### config.mk
export PLATFORM = sky130hd
export DESIGN_NAME = add_digit_serial
export DESIGN_NICKNAME = d
export VERILOG_FILES = /design/src/rtl/add_digit_serial.sv
export SDC_FILE = /design/constraint.sdc
export NUM_CORES = 1
export LEC_CHECK = 0
export BUFFER_PORTS_ARGS = -buffer_cell sky130_fd_sc_hd__buf_2
export CAP_MARGIN = 10
export CORE_MARGIN = 2
export CORE_UTILIZATION = 53
export DETAILED_ROUTE_END_ITERATION = 8
export GPL_TIMING_DRIVEN = 0
export PLACE_DENSITY = 0.78
export SYNTH_ARGS = -nofsm -noshare
export SYNTH_HDL_FRONTEND = slang
export SYNTH_SLANG_ARGS = --single-unit
### constraint.sdc
create_clock -name clk -period 2.7 [get_ports clk]
set_clock_uncertainty 0.15 [all_clocks]
set_input_delay 0.135 -clock clk [delete_from_list [all_inputs] [get_ports clk]]
set_output_delay 0.135 -clock clk [all_outputs]
set_load 0.03 [all_outputs]
### src/rtl/add_digit_serial.sv
// Digit-serial WIDTH-bit add/subtract, one DIGIT-bit slice per cycle; out_valid NSTEP cycles after capture.
// Strictly one operation in flight: in_ready only in IDLE; result holds in DONE until out_ready is sampled high.
module add_digit_serial #(
  parameter int WIDTH = 8,
  parameter int DIGIT = 2
) (
  input  logic             clk,
  input  logic             rst,
  input  logic             in_valid,
  output logic             in_ready,
  input  logic [WIDTH-1:0] a,
  input  logic [WIDTH-1:0] b,
  input  logic             cin,
  input  logic             sub,
  output logic             out_valid,
  input  logic             out_ready,
  output logic [WIDTH-1:0] sum,
  output logic             cout,
  output logic             ovf
);

  localparam int NSTEP = WIDTH / ((DIGIT < 1) ? 1 : DIGIT);
  localparam int SW    = (NSTEP > 1) ? $clog2(NSTEP) : 1;

  if ((WIDTH < 1) || (DIGIT < 1) || (DIGIT > WIDTH) ||
      ((WIDTH % ((DIGIT < 1) ? 1 : DIGIT)) != 0)) begin : g_bad_param
    $error("add_digit_serial: need 1 <= DIGIT <= WIDTH and WIDTH %% DIGIT == 0");
  end

  typedef enum logic [1:0] {
    S_IDLE = 2'd0,
    S_RUN  = 2'd1,
    S_DONE = 2'd2
  } state_t;

  state_t           r_state;
  state_t           w_next;
  logic [SW-1:0]    r_step;
  logic [WIDTH-1:0] r_a;
  logic [WIDTH-1:0] r_b;
  logic             r_carry;
  logic [WIDTH-1:0] r_sum;
  logic             r_cout;
  logic             r_ovf;

  logic [DIGIT-1:0] w_a_dig;
  logic [DIGIT-1:0] w_b_dig;
  logic [DIGIT:0]   w_slice;
  logic             w_last;
  logic             w_msb_cin;

  // Operands shift right each RUN cycle so the active digit always sits at bit 0.
  assign w_a_dig   = r_a[DIGIT-1:0];
  assign w_b_dig   = r_b[DIGIT-1:0];
  assign w_slice   = {1'b0, w_a_dig} + {1'b0, w_b_dig} + {{DIGIT{1'b0}}, r_carry};
  assign w_last    = (r_step == SW'(NSTEP - 1));
  // Carry into the slice's top bit, recovered from that bit's sum; equals carry into MSB on the last step.
  assign w_msb_cin = w_a_dig[DIGIT-1] ^ w_b_dig[DIGIT-1] ^ w_slice[DIGIT-1];

  assign sum  = r_sum;
  assign cout = r_cout;
  assign ovf  = r_ovf;

  always_ff @(posedge clk) begin
    if (rst) begin
      r_state <= S_IDLE;
    end else begin
      r_state <= w_next;
    end
  end

  always_comb begin
    w_next    = r_state;
    in_ready  = 1'b0;
    out_valid = 1'b0;
    case (r_state)
      S_IDLE: begin
        in_ready = 1'b1;
        if (in_valid) begin
          w_next = S_RUN;
        end
      end
      S_RUN: begin
        if (w_last) begin
          w_next = S_DONE;
        end
      end
      S_DONE: begin
        out_valid = 1'b1;
        if (out_ready) begin
          w_next = S_IDLE;
        end
      end
      default: begin
        w_next = S_IDLE;
      end
    endcase
  end

  always_ff @(posedge clk) begin
    if (rst) begin
      r_a     <= '0;
      r_b     <= '0;
      r_carry <= 1'b0;
      r_step  <= '0;
      r_sum   <= '0;
      r_cout  <= 1'b0;
      r_ovf   <= 1'b0;
    end else begin
      case (r_state)
        S_IDLE: begin
          if (in_valid) begin
            r_a     <= a;
            r_b     <= sub ? ~b : b;
            r_carry <= sub ? 1'b1 : cin;
            r_step  <= '0;
            r_sum   <= '0;
            r_cout  <= 1'b0;
            r_ovf   <= 1'b0;
          end
        end
        S_RUN: begin
          r_sum[r_step*DIGIT +: DIGIT] <= w_slice[DIGIT-1:0];
          r_carry <= w_slice[DIGIT];
          r_a     <= r_a >> DIGIT;
          r_b     <= r_b >> DIGIT;
          if (w_last) begin
            r_cout <= w_slice[DIGIT];
            r_ovf  <= w_msb_cin ^ w_slice[DIGIT];
            r_step <= '0;
          end else begin
            r_step <= r_step + SW'(1);
          end
        end
        default: begin
        end
      endcase
    end
  end

endmodule
* Yosys cells after proc, flatten, opt, wreduce, memory -nomap -nowiden
Cells that the tools add are included.
** Operators by class
- Add/subtract/negate cells :: 4
- Equality and inequality tests :: 6
- Shift operators :: 2
- Multiplexer cells :: 25
- Bitwise gates (word level) :: 4
- Reduce and logical (&&, ||, !) cells :: 5
** Operator list (number)
- $pmux W8 S2 :: 3
- $neg A3 Y34 :: 1
- $shift A2 B34 Y8 const A :: 1
- $shiftx A2 B34 Y8 :: 1
- $mux W8 :: 4
- $mux W2 :: 5
- $bwmux W8 :: 1
- $not A8 Y8 :: 1
- $mux W1 :: 7
- $ne A2 B2 Y1 const B :: 3
- $pmux W1 S2 :: 3
- $pmux W2 S3 :: 1
- $reduce_and A3 Y1 :: 2
- $eq A2 B2 Y1 const B :: 2
- $pmux W2 S2 :: 1
- $add A2 B2 Y3 :: 1
- $add A3 B1 Y3 :: 1
- $xor A1 B1 Y1 :: 3
- $add A2 B1 Y2 const B :: 1
- $eq A2 B1 Y1 const B :: 1
- $logic_not A2 Y1 :: 1
- $reduce_and A2 Y1 :: 1
- $reduce_bool A2 Y1 :: 1
** Word-level totals
- Bits in registers :: 31
- Input port bits :: 22
- Output and inout port bits :: 12
- Logic and storage cells :: 54

* Depth between registers and ports, before layout
- Depth in word-level cells :: 6
- Mapped depth :: 6

* Least setup slack after synthesis
No wires, ideal clock.
- Path kind :: register -> register
- Start point :: register r_a[0]
- End point :: register r_ovf, in the netlist ovf
- Library setup time :: 0.070 ns
- Arrival time :: 1.800 ns
- Data required time :: 2.480 ns
- Slack :: 0.679 ns
- Cell stages (with the launch flop) :: 7
- Path buffers :: 0
- Clock period less this slack :: 2.021 ns
- Cell sequence :: dfxtp_1 -> fa_1 -> inv_1 -> fa_1 -> xor3_1 -> nand4_1 -> a21oi_1
** On the way
- Longest elaborated chain between the ends :: 6
** Ends and longest elaborated chain
- start, declared :: RTL line 39 : logic [WIDTH-1:0] r_a;
- start signal, assigned :: RTL line 125 : r_a <= r_a >> DIGIT;
- $add A2 B2 Y3 (*) :: RTL line 55 : assign w_slice = {1'b0, w_a_dig} + {1'b0, w_b_dig} + {{DIGIT{1'b0}}, r_carry};
- $add A3 B1 Y3 (*) :: RTL line 55
- $xor A1 B1 Y1 :: RTL line 58 : assign w_msb_cin = w_a_dig[DIGIT-1] ^ w_b_dig[DIGIT-1] ^ w_slice[DIGIT-1];
- $xor A1 B1 Y1 (*) :: RTL line 129 : r_ovf <= w_msb_cin ^ w_slice[DIGIT];
- $mux W1 (*) :: RTL line 127 : if (w_last) begin
- $pmux W1 S2 (*) :: RTL line 110 : case (r_state)
- end signal, assigned :: RTL line 129
- end, declared :: RTL line 44 : logic r_ovf;
Every way passes the cells marked *; elsewhere a longest branch is shown, timed or not. The select of a mux whose other input is x is not followed.
A chain may end at the register's enable or synchronous reset.

* Final worst setup path
Ends and elaborated chain as after synthesis.

==> results.sh <==
export IMPL_rsz0062_at_grt="no"
export IMPL_power_density_mw_per_mm2=510
export IMPL_place_hpwl_mm=2.74
export IMPL_r2r_cells=6
export IMPL_critPathMostFrequentCell="fa_1"
export IMPL_finalHoldViolCount=0
export IMPL_drv_cap=0
export IMPL_crit_chain="fa_1 > inv_1 > fa_1 > xor3_1 > nand4_1 > a21oi_1"
export IMPL_synthesis_area_mm2=0.00155
export IMPL_synth_top_area_cell="dfxtp_1"
export IMPL_grt_max_degree=11
export IMPL_rr_endpoint="ovf$_SDFFE_PP0P_"
export IMPL_numPlacedInstances=230
export IMPL_crit_path_start="r_a[0]$_SDFFE_PP0P_"
export IMPL_rrSetupSlack_ns=0.46
export IMPL_synthCells=168
export IMPL_min_period_ns=2.24
export IMPL_root_buffer="clkbuf_4"
export IMPL_netlist_area_leader_share=0.401
export IMPL_vdd_drop_max_mv=0.517
export IMPL_routedWlPerCell_um=15.2
export IMPL_seq_area_frac_synth=0.401
export IMPL_start_kind="flop"
export IMPL_hold_start="a[0]"
export IMPL_portBuffers=31
export IMPL_die_w_um=58.0
export IMPL_drt_total_wl_mm=3.70
export IMPL_cp_slowest_stage_delay_ns=0.47
export IMPL_fp_dieH_um=58.0
export IMPL_drt_pre_antenna_iters=4
export IMPL_grt_overflow=0
export IMPL_grt_pass1_vias=1328
export IMPL_synth_avg_cell_area_um2=9.21
export IMPL_utilization=0.668
export IMPL_crit_slowest_cell="fa_1"
export IMPL_synth_area_leaders="dfxtp_1 (40%), a22oi_1 (5.8%), o21ai_0 (5.2%)"
export IMPL_required_ns=2.82
export IMPL_gr_usage_all_layers=0.232
export IMPL_cts_tree="done"
export IMPL_final_cells=243
export IMPL_dr_total_vias=1424
export IMPL_num_rows=19
export IMPL_fin_crit_sh=0.831
export IMPL_crit_type="flop to flop"
export IMPL_cts_buffers=5
export IMPL_synth_cell_type_count=37
export IMPL_drive_above_1_share=0.222
export IMPL_drc=0
export IMPL_cp_top_family="adder cells"
export IMPL_tns_ns=0
export IMPL_nets=240
export IMPL_yosys_warnings=0
export IMPL_ys_ff_latch=31
export IMPL_drt_iter0_markers=51
export IMPL_cp_end_kind="flop"
export IMPL_tightest_slew_ns=0.642
export IMPL_clock_latency_ns=0.33
export IMPL_crit_buf_inv=1
export IMPL_ios=34
export IMPL_slew_violations=0
export IMPL_drtAntennaViolNets=0
export IMPL_slew_headroom=0.571
export IMPL_path_clk_slew_ns=0.10
export IMPL_cts_buffer_depth=2
export IMPL_cts_setup_buffers=0
export IMPL_r2r_start="r_a[0]$_SDFFE_PP0P_"
export IMPL_status="finished, final reports clean"
export IMPL_whs_ns=0.00221
export IMPL_timing_fmax_ghz=0.446
export IMPL_min_delay_path_class="input port to flop"
export IMPL_worstPathArrival_ns=2.36
export IMPL_place_congestion=0.832
export IMPL_setup_violations=0
export IMPL_via_per_inst=5.86
export IMPL_coreArea_mm2=0.00276
export IMPL_crit_end="ovf$_SDFFE_PP0P_"
export IMPL_grt_pass1_wl_mm=5.96
export IMPL_antenna_found_initial=0
export IMPL_start_util=0.561
export IMPL_critPathMaxFanout=4
export IMPL_syn_to_final_growth_pct=19.0
export IMPL_synth_net_count=197
export IMPL_crit_cells=6
export IMPL_clkSinkCount=31
export IMPL_htreeDepth=2
export IMPL_cellLeakagePower_uw=0.000760
export IMPL_num_antenna_cells=0
export IMPL_dieArea_mm2=0.00337
==> cell usage after synthesis <==
| cell | number |
|---|---|
| a211oi_1 | 6 |
| a21oi_1 | 11 |
| a221oi_1 | 1 |
| a22oi_1 | 12 |
| and3b_1 | 2 |
| and4bb_2 | 1 |
| buf_1 | 1 |
| buf_2 | 1 |
| buf_4 | 2 |
| clkbuf_1 | 4 |
| clkbuf_2 | 3 |
| dfxtp_1 | 31 |
| fa_1 | 2 |
| ha_1 | 5 |
| inv_1 | 7 |
| inv_2 | 1 |
| mux2i_1 | 4 |
| nand2_1 | 2 |
| nand2b_1 | 2 |
| nand3_1 | 2 |
| nand3b_1 | 7 |
| nand4_1 | 3 |
| nand4b_1 | 1 |
| nand4bb_1 | 1 |
| nor2_1 | 13 |
| nor2b_1 | 3 |
| nor3b_1 | 3 |
| o21ai_0 | 16 |
| o21ba_2 | 1 |
| o21bai_1 | 1 |
| o22a_1 | 1 |
| o22ai_1 | 6 |
| o32ai_1 | 1 |
| or2_2 | 1 |
| or4_1 | 1 |
| xor2_1 | 8 |
| xor3_1 | 1 |
==> per-stage QoR <==
stage	cell area, um^2	power, uW	worst slack (ns)
after floorplan	1550	628	0.679
after CTS	1840	936	0.457
final	1840	939	0.455
after detailed placement	1740	680	0.486
after global placement	1740	669	0.559
after global routing	1840	975	0.370
==> report_power, final <==
part	switching [uW]	leakage, uW	internal (uW)	total (uW)
Combinational	94.0	0.000477	84.7	179
Clock	161	0.0000293	101	263
Sequential	16.7	0.000254	481	498
==> cells by family (layout without fill, tap and decap cells) <==
| kind of cell | after synthesis | in the layout | synth area share |
|---|---|---|---|
| and+or+nand+nor | 42 | 42 | 0.165 |
| buffers and inverters | 19 | 63 | 0.0542 |
| muxes | 4 | 4 | 0.0259 |
| xor gates and xnor gates | 9 | 9 | 0.0606 |
| AOI/OAI and AO/OA | 56 | 56 | 0.227 |
| adders and majority gates | 7 | 7 | 0.0663 |
| DFF | 31 | 31 | 0.401 |
==> worst min-delay path: stages <==
cell and delay (ns):
buf_2 0.10, o22ai_1 0.12, a211oi_1 0.09
==> layout make-up <==
| class | count | area, um^2 |
|---|---|---|
| Tap cell | 31 | 38.8 |
| Sequential cell | 31 | 621 |
| Fill cell | 236 | 916 |
| Multi-Input combinational cell | 118 | 843 |
| Timing Repair Buffer | 36 | 205 |
| Inverter | 8 | 30.0 |
| Clock buffer | 7 | 45.0 |
| Buffer | 11 | 53.8 |
| Clock inverter | 1 | 5.00 |
==> layout by cell type (no fill, tap or decap), drive strengths merged, types with 5 or more instances in the layout <==
master,synthesis,routed
a211oi,6,6
a21oi,11,11
a22oi,12,12
buf,4,35
clkbuf,7,14
dfxtp,31,31
dlygate4sd3,0,5
ha,5,5
inv,8,8
nand3b,7,7
nor2,13,13
o21ai,16,16
o22ai,6,6
xor2,8,8
==> layer usage <==
metal  up-vias  GRT usage  share of wire
li1        694          -              -
met1       683      0.294           0.45
met2        42      0.398           0.49
met3         5     0.0402          0.049
met4         0     0.0797          0.013
met5         -          0              0
==> registers in the layout, indices dropped and copies added, names as in the netlist <==
signal   cells
r_b          8
cout         1
r_step       2
r_state      2
r_a          8
sum          8
r_carry      1
ovf          1
==> what timing repair did <==
item | in CTS | in global routing
endpoints found under the hold margin | 5 | 0
hold buffers | 5 | 0
resized for setup | 0 | 0
endpoints found under the setup margin | 0 | 0
==> worst min path at each step <==
stage	to	slack, ns	depth (start not counted)
3_3_place_gp	r_a[7]$_SDFFE_PP0P_	0.23	3
5_1_grt	r_a[2]$_SDFFE_PP0P_	0.02	3
6_report	r_a[0]$_SDFFE_PP0P_	0.002	3
4_1_cts	r_a[2]$_SDFFE_PP0P_	0.003	3
3_5_place_dp	r_a[6]$_SDFFE_PP0P_	0.24	3
2_1_floorplan	r_a[6]$_SDFFE_PP0P_	0.13	2
(Power assumes the default switching activity.)
